File: config.mk
export PLATFORM = sky130hd
export DESIGN_NAME = fetch_queue_flat
export DESIGN_NICKNAME = d
export VERILOG_FILES = /design/src/rtl/fetch_queue_if.sv /design/src/rtl/fetch_queue.sv /design/src/flat_wrapper.sv
export SDC_FILE = /design/constraint.sdc
export NUM_CORES = 1
export LEC_CHECK = 0
export ABC_AREA = 1
export CELL_PAD_IN_SITES_DETAIL_PLACEMENT = 1
export CELL_PAD_IN_SITES_GLOBAL_PLACEMENT = 1
export CORE_MARGIN = 5
export CORE_UTILIZATION = 40
export CTS_CLUSTER_SIZE = 28
export DETAILED_ROUTE_END_ITERATION = 16
export GPL_ROUTABILITY_DRIVEN = 0
export GPL_TIMING_DRIVEN = 0
export PLACE_DENSITY = 0.79
export SETUP_SLACK_MARGIN = 0.1
export SLEW_MARGIN = 20
export SYNTH_ARGS = -nofsm -noshare
export SYNTH_HDL_FRONTEND = slang
export SYNTH_SLANG_ARGS = --single-unit
File: constraint.sdc
create_clock -name clk -period 12.1 [get_ports clk]
set_clock_uncertainty 0.05 [all_clocks]
set_input_delay 2.42 -clock clk [delete_from_list [all_inputs] [get_ports clk]]
set_output_delay 2.42 -clock clk [all_outputs]
set_load 0.02 [all_outputs]
File: src/rtl/fetch_queue_if.sv
// Fetch-queue bundle: PC/imem request-response side plus the decode-facing head entry.
// slave is the queue itself, master is whatever drives it (PC logic, imem, decode).
interface fetch_queue_if;
  logic [31:0] pc;
  logic        pc_en;
  logic        imem_req_valid;
  logic [31:0] imem_req_addr;
  logic        imem_req_ready;
  logic        imem_rsp_valid;
  logic [31:0] imem_rsp_data;
  logic        flush;
  logic        out_valid;
  logic [31:0] out_pc;
  logic [31:0] out_instr;
  logic        out_ready;

  modport slave (
    input  pc, imem_req_ready, imem_rsp_valid, imem_rsp_data, flush, out_ready,
    output pc_en, imem_req_valid, imem_req_addr, out_valid, out_pc, out_instr
  );

  modport master (
    output pc, imem_req_ready, imem_rsp_valid, imem_rsp_data, flush, out_ready,
    input  pc_en, imem_req_valid, imem_req_addr, out_valid, out_pc, out_instr
  );
endinterface

File: src/rtl/fetch_queue.sv
// In-order fetch queue: slots are allocated at request issue, filled by responses,
// and drained by decode; a flush squashes queued entries and drops in-flight responses.
module fetch_queue #(
  parameter int DEPTH = 4
) (
  input logic         clk,
  input logic         rst,
  fetch_queue_if.slave bus
);
  localparam int AW = (DEPTH > 1) ? $clog2(DEPTH) : 1;
  localparam int PW = AW + 1;

  typedef logic [PW-1:0] ptr_t;

  ptr_t alloc_ptr, fill_ptr, read_ptr, drop_cnt;
  ptr_t allocated, pending, filled, drop_nxt;
  logic [DEPTH-1:0][31:0] slot_pc, slot_instr;
  logic req_fire, rsp_write, rsp_drop, deq;

  assign allocated = alloc_ptr - read_ptr;
  assign pending   = alloc_ptr - fill_ptr;
  assign filled    = fill_ptr - read_ptr;

  assign bus.imem_req_valid = !rst && !bus.flush && (drop_cnt == '0) && (allocated < PW'(DEPTH));
  assign bus.imem_req_addr  = bus.pc;
  assign req_fire           = bus.imem_req_valid && bus.imem_req_ready;
  assign bus.pc_en          = req_fire || (bus.flush && !rst);

  assign rsp_write = bus.imem_rsp_valid && !bus.flush && (drop_cnt == '0) && (pending != '0);
  assign rsp_drop  = bus.imem_rsp_valid && !bus.flush && (drop_cnt != '0);

  // Head outputs come straight from registered state; out_ready only moves read_ptr.
  assign bus.out_valid = (filled != '0);
  assign bus.out_pc    = slot_pc[read_ptr[AW-1:0]];
  assign bus.out_instr = slot_instr[read_ptr[AW-1:0]];
  assign deq           = bus.out_valid && bus.out_ready;

  // drop_cnt is nonzero only while the pointers sit at zero, so the sum never exceeds DEPTH;
  // a response landing in the flush cycle retires one of the outstanding fetches.
  always_comb begin
    drop_nxt = drop_cnt + pending;
    if (bus.imem_rsp_valid && (drop_nxt != '0))
      drop_nxt = drop_nxt - ptr_t'(1);
  end

  always_ff @(posedge clk or posedge rst) begin
    if (rst) begin
      alloc_ptr  <= '0;
      fill_ptr   <= '0;
      read_ptr   <= '0;
      drop_cnt   <= '0;
      slot_pc    <= '0;
      slot_instr <= '0;
    end else if (bus.flush) begin
      alloc_ptr <= '0;
      fill_ptr  <= '0;
      read_ptr  <= '0;
      drop_cnt  <= drop_nxt;
    end else begin
      if (req_fire) begin
        slot_pc[alloc_ptr[AW-1:0]] <= bus.pc;
        alloc_ptr                  <= alloc_ptr + ptr_t'(1);
      end
      if (rsp_write) begin
        slot_instr[fill_ptr[AW-1:0]] <= bus.imem_rsp_data;
        fill_ptr                     <= fill_ptr + ptr_t'(1);
      end
      if (rsp_drop)
        drop_cnt <= drop_cnt - ptr_t'(1);
      if (deq)
        read_ptr <= read_ptr + ptr_t'(1);
    end
  end
endmodule

File: src/flat_wrapper.sv
// flat-port wrapper written by rule: the top's interface ports become plain ports
module fetch_queue_flat 
#(
  parameter int DEPTH = 4
)
  (clk, rst, bus_pc, bus_imem_req_ready, bus_imem_rsp_valid, bus_imem_rsp_data, bus_flush, bus_out_ready, bus_pc_en, bus_imem_req_valid, bus_imem_req_addr, bus_out_valid, bus_out_pc, bus_out_instr);
  fetch_queue_if bus_i ();
  input logic clk;
  input logic rst;
  input wire logic [$bits(bus_i.pc)-1:0] bus_pc;
  input wire logic [$bits(bus_i.imem_req_ready)-1:0] bus_imem_req_ready;
  input wire logic [$bits(bus_i.imem_rsp_valid)-1:0] bus_imem_rsp_valid;
  input wire logic [$bits(bus_i.imem_rsp_data)-1:0] bus_imem_rsp_data;
  input wire logic [$bits(bus_i.flush)-1:0] bus_flush;
  input wire logic [$bits(bus_i.out_ready)-1:0] bus_out_ready;
  output wire logic [$bits(bus_i.pc_en)-1:0] bus_pc_en;
  output wire logic [$bits(bus_i.imem_req_valid)-1:0] bus_imem_req_valid;
  output wire logic [$bits(bus_i.imem_req_addr)-1:0] bus_imem_req_addr;
  output wire logic [$bits(bus_i.out_valid)-1:0] bus_out_valid;
  output wire logic [$bits(bus_i.out_pc)-1:0] bus_out_pc;
  output wire logic [$bits(bus_i.out_instr)-1:0] bus_out_instr;
  assign bus_i.pc = bus_pc;
  assign bus_i.imem_req_ready = bus_imem_req_ready;
  assign bus_i.imem_rsp_valid = bus_imem_rsp_valid;
  assign bus_i.imem_rsp_data = bus_imem_rsp_data;
  assign bus_i.flush = bus_flush;
  assign bus_i.out_ready = bus_out_ready;
  assign bus_pc_en = bus_i.pc_en;
  assign bus_imem_req_valid = bus_i.imem_req_valid;
  assign bus_imem_req_addr = bus_i.imem_req_addr;
  assign bus_out_valid = bus_i.out_valid;
  assign bus_out_pc = bus_i.out_pc;
  assign bus_out_instr = bus_i.out_instr;
  fetch_queue #(.DEPTH(DEPTH)) u_core (.clk(clk), .rst(rst), .bus(bus_i));
endmodule
---- After elaboration in Yosys (flattened, before gate mapping) ----
Index checks and enable logic that the tools add are counted.
word-level totals
  register bits after elaboration ......... 268
  input bits .............................. 70
  output and inout port bits .............. 99
operators by class
  $add $sub $neg .......................... 9
  $lt $le $gt $ge ......................... 6
  muxes and demuxes ....................... 19
  bitwise operators ....................... 1
  reductions and logical operators ........ 27
operators with widths
  kind                   count
  $bwmux W128            2
  $bmux W32 S2           2
  $demux W32 S2          2
  $mux W32               4
  $mux W3                9
  $logic_and A1 B1 Y1    13
  $reduce_bool A3 Y1     4
  $add A3 B1 Y3 const B  3
  $lt A2 B3 Y1 const B   3
  $sub A3 B3 Y3          3
  $reduce_bool A2 Y1     4
  $sub A3 B1 Y3 const B  2
  $ge A2 B1 Y1 const B   2
  $reduce_and A2 Y1      2
  $add A3 B3 Y3          1
  $logic_not A3 Y1       1
  $lt A3 B3 Y1 const B   1
  $logic_not A1 Y1       2
  $logic_or A1 B1 Y1     1
  $not A1 Y1             1

---- Depth between registers and ports, before layout ----
  depth in word-level cells ............... 7
  mapped depth ............................ 15
  depth with buffers taken out ............ 15

---- Worst setup path before layout ----
Ideal clock, no wire load.
  kind .................................... input-to-output
  start point ............................. in bus_flush
  end point ............................... out bus_pc_en
  arrival ................................. 3.408 ns
  setup slack ............................. 6.222 ns
  cell stages on the path ................. 4
  buffers on the path ..................... 2
  cell sequence ........................... buf_2 clkinv_1 clkbuf_1 a21oi_1
on the way
  cells in the longest elaborated chain, start to end .. 6
RTL lines
  what                              RTL line            RTL
  start: declaration                flat_wrapper.sv:14  input wire logic [$bits(bus_i.flush)-1:0] bus_flush;
  $logic_not A1 Y1                  fetch_queue.sv:24   assign bus.imem_req_valid = !rst && !bus.flush && (drop_cnt == '0) && (allocated < PW'(DEPTH));
  $logic_and A1 B1 Y1 (3 in a row)  fetch_queue.sv:24
  $logic_and A1 B1 Y1               fetch_queue.sv:26   assign req_fire = bus.imem_req_valid && bus.imem_req_ready;
  $logic_or A1 B1 Y1 (*)            fetch_queue.sv:27   assign bus.pc_en = req_fire || (bus.flush && !rst);
  end: declaration                  flat_wrapper.sv:16  output wire logic [$bits(bus_i.pc_en)-1:0] bus_pc_en;
Mark *: on every way between the ends. The rest lies on a longest branch, timed or not.

---- Worst setup path in the final report ----
  start point ............................. in rst
  end point ............................... out bus_imem_req_valid
on the way
  cells in the longest elaborated chain, start to end .. 4
RTL lines
  what                              RTL line            RTL
  start: declaration                flat_wrapper.sv:9   input logic rst;
  $logic_not A1 Y1                  fetch_queue.sv:24
  $logic_and A1 B1 Y1 (3 in a row)  fetch_queue.sv:24
  end: declaration                  flat_wrapper.sv:17  output wire logic [$bits(bus_i.imem_req_valid)-1:0] bus_imem_req_valid;
No other way between the ends.

==> metrics.yaml <==
die:
  io_pins: 169
  start_util_pct: 40.7
  die_w_um: 190
  die_area_mm2: 0.0361
  rows: 65
  fp.dieH_um: 190
  coreArea_mm2: 0.0318
clock_network:
  postCtsHoldBufs: 0
  htreeDepth: 1
  numCtsBuffers: 30
  post_cts_buffers: 0
  clock_latency_ns: 0.57
  post_cts_resized: 0
  cts_tree: "yes"
  clock_sinks: 268
  clkTransAtPathRegs_ns: 0.06
  clk_path_buf_depth: 3
  root_buffer: "clkbuf_16"
worst_setup_path:
  crit_required_ns: 9.63
  slowest_delay_ns: 0.65
  cp_data_arrival_time_ns: 4.69
  critical_path.most_common_cell: "clkdlybuf4s50_1"
  critPathCaptureType: "primary output"
  start_kind: "input pin"
  reg2reg_setup_slack_ns: 8.74
  crit_type: "input pin to primary output"
  cpMaxStageDelayCell: "clkdlybuf4s50_1"
  crit_chain: "clkdlybuf4s50_1, nor3_4, nand2_1, nor2_4, buf_2, clkdlybuf4s50_1"
  path_max_fanout: 10
yosys:
  syn_nets: 1651
  netlist_area_mm2: 0.0130
  synthFlopType: "dfrtp_1"
  seq_area_frac_synth_pct: 51.8
  synth_edf_count: 0
  netlist.area_leader.share_pct: 51.8
  yosys.area.top_type: "dfrtp_1"
  ys_seq_elements: 268
  avgSynthCellArea_um2: 8.30
  synth_warnings: 0
  netlist_top_cells_area: "dfrtp_1, nand2_1, o21ai_0, nand4_1, nor2_1"
  syn-instance-count: 1561
  synthArstFlopShare_pct: 100
  ys_types: 30
drt:
  ant_nets: 0
  wl_per_cell_um: 20.6
  via_per_inst: 5.51
  via_count: 12200
  drtIter0Drc: 856
  drtPass1Iterations: 5
  finalWirelength_um: 45700
  drc: 0
run:
  max_cap_violations: 0
status:
  status: "complete, no violations"
place:
  placed_area_mm2: 0.0152
  io_buffers: 166
  dp_slack_ns: 4.95
  hpwl_um: 31500
layout:
  layout-drive-gt1-share_pct: 8.40
  postLayoutCoreUtil_pct: 51.3
  n_antenna_cell: 0
  area_growth_pct: 26.1
  nNetsFinal: 1852
  finalInstanceArea_mm2: 0.0163
hold_path:
  hp-class: "register to register"
timing:
  slew_viol_final: 0
  setup_ws_ns: 4.94
  setup_viol: 0
  hold_viol: 0
  grt_setup_unrepaired: "false"
  slew_headroom_pct: 50.8
  tightest_slew_ns: 0.737
  finalCritPeriodShare_pct: 59.2
  fmax_mhz: 140
  min_period_ns: 7.16
global_route:
  antenna_found_initial: 0
  grt_max_degree: 85
  grt_usage_pct: 25.1
  grt_pass1_vias: 13400
  overflow: 0
  grt_pass1_wl_um: 73800
pwr:
  p_seq_share_pct: 36.6
  clkPwrFrac_pct: 36.4
  vdd_drop_max_v: 0.000113
  power_mw: 2.73
  combPwrFrac_pct: 27.0
  p_per_area_mw_per_mm2: 167
  p_sw_share_pct: 31.8
  leakage_nw: 7.97
  internal_power_mw: 1.86
  p_sw_mw: 0.866
==> through the flow <==
step	instances	hold slack, ns	setup TNS (ns)
after floorplan	1561	0.394	0
after global placement	2162	0.407	-414.25
after detailed placement	2165	0.411	0
after CTS	2221	0.428	0
after global routing	2221	0.451	0
final	2221	0.425	0
==> logic make-up after synthesis <==
logic type / Yosys count / synth area share (%)
simple gates: 720 / 24.3
compound gates: 333 / 13.5
xor+xnor: 4 / 0.271
fa+ha+maj: 20 / 2.05
buf+inv: 216 / 8.10
flops: 268 / 51.8
==> synthesized netlist by cell type (3+ instances only) <==
cell type	instances
xor2_1	3
nand2_1	420
nor2_1	133
inv_1	57
a21oi_1	5
buf_2	29
buf_6	9
buf_4	32
nand3_2	5
o22ai_1	64
clkbuf_2	12
nand3_1	19
clkbuf_1	71
dfrtp_1	268
buf_1	4
nand4_1	137
o21ai_0	260
ha_1	18
==> path summary, 6_finish.rpt <==
check	from	to	depth (start not counted)
max in group asynchronous	rst	u_core.slot_instr[98]$_DFFE_PP0P_	4
max reg2reg	u_core.read_ptr[1]$_DFFE_PP0P_	u_core.slot_pc[28]$_DFFE_PP0P_	12
min	u_core.slot_pc[38]$_DFFE_PP0P_	u_core.slot_pc[38]$_DFFE_PP0P_	2
min in group asynchronous	rst	u_core.drop_cnt[1]$_DFFE_PP0P_	2
min reg2reg	u_core.slot_pc[38]$_DFFE_PP0P_	u_core.slot_pc[38]$_DFFE_PP0P_	2
max	rst	bus_imem_req_valid	6
==> cell usage in the layout, fill, tap and decap left out, drive strengths merged <==
| cell type | n |
|---|---|
| clkinv | 10 |
| clkinvlp | 2 |
| fa | 2 |
| buf | 77 |
| nor3 | 2 |
| nand4 | 137 |
| clkdlybuf4s50 | 166 |
| o21a | 1 |
| nand3b | 1 |
| bufinv | 5 |
| nand3 | 24 |
| nand2 | 421 |
| dfrtp | 268 |
| a21oi | 5 |
| a31oi | 2 |
| o21ai | 260 |
| clkbuf | 123 |
| nor2 | 134 |
| or2 | 1 |
| xor2 | 3 |
| ha | 18 |
| o211ai | 1 |
| o22ai | 64 |
| inv | 58 |
| xnor2 | 1 |
==> sequential cells by signal, indices dropped and copies added (netlist names) <==
signal	flops
u_core.alloc_ptr	3
u_core.drop_cnt	3
u_core.fill_ptr	3
u_core.read_ptr	3
u_core.slot_instr	128
u_core.slot_pc	128
==> layout make-up <==
type | instances | area [um^2]
Multi-Input combinational cell | 1077 | 5200
Tap cell | 435 | 544
Clock inverter | 16 | 221
Sequential cell | 268 | 6710
Clock buffer | 40 | 858
Buffer | 157 | 828
Inverter | 59 | 229
Timing Repair Buffer | 169 | 1740
Fill cell | 3782 | 15500
==> worst max-delay path: cells and delay by family <==
| kind | cells | cell delay, ns |
|---|---|---|
| buffers and inverters | 3 | 1.52 |
| AND/OR/NAND/NOR | 3 | 0.74 |
==> power by group through the flow <==
stage / logic [mW] / clock network, mW / registers [mW]
global route: 0.800 / 1.04 / 1.00
detailed placement: 0.735 / 0 / 1.01
CTS: 0.743 / 1.01 / 0.996
finish: 0.736 / 0.994 / 0.997
floorplan: 0.401 / 0 / 1.00
global placement: 0.715 / 0 / 1.01
==> layer usage <==
metal	part of all wire [%]	global-route usage (%)	vias up
met5	0	0	-
met4	2.4	5.79	0
met3	6.0	3.52	71
met2	50	44.4	408
met1	42	32.9	6098
li1	-	-	5651
Power figures use the tool's default switching activity.
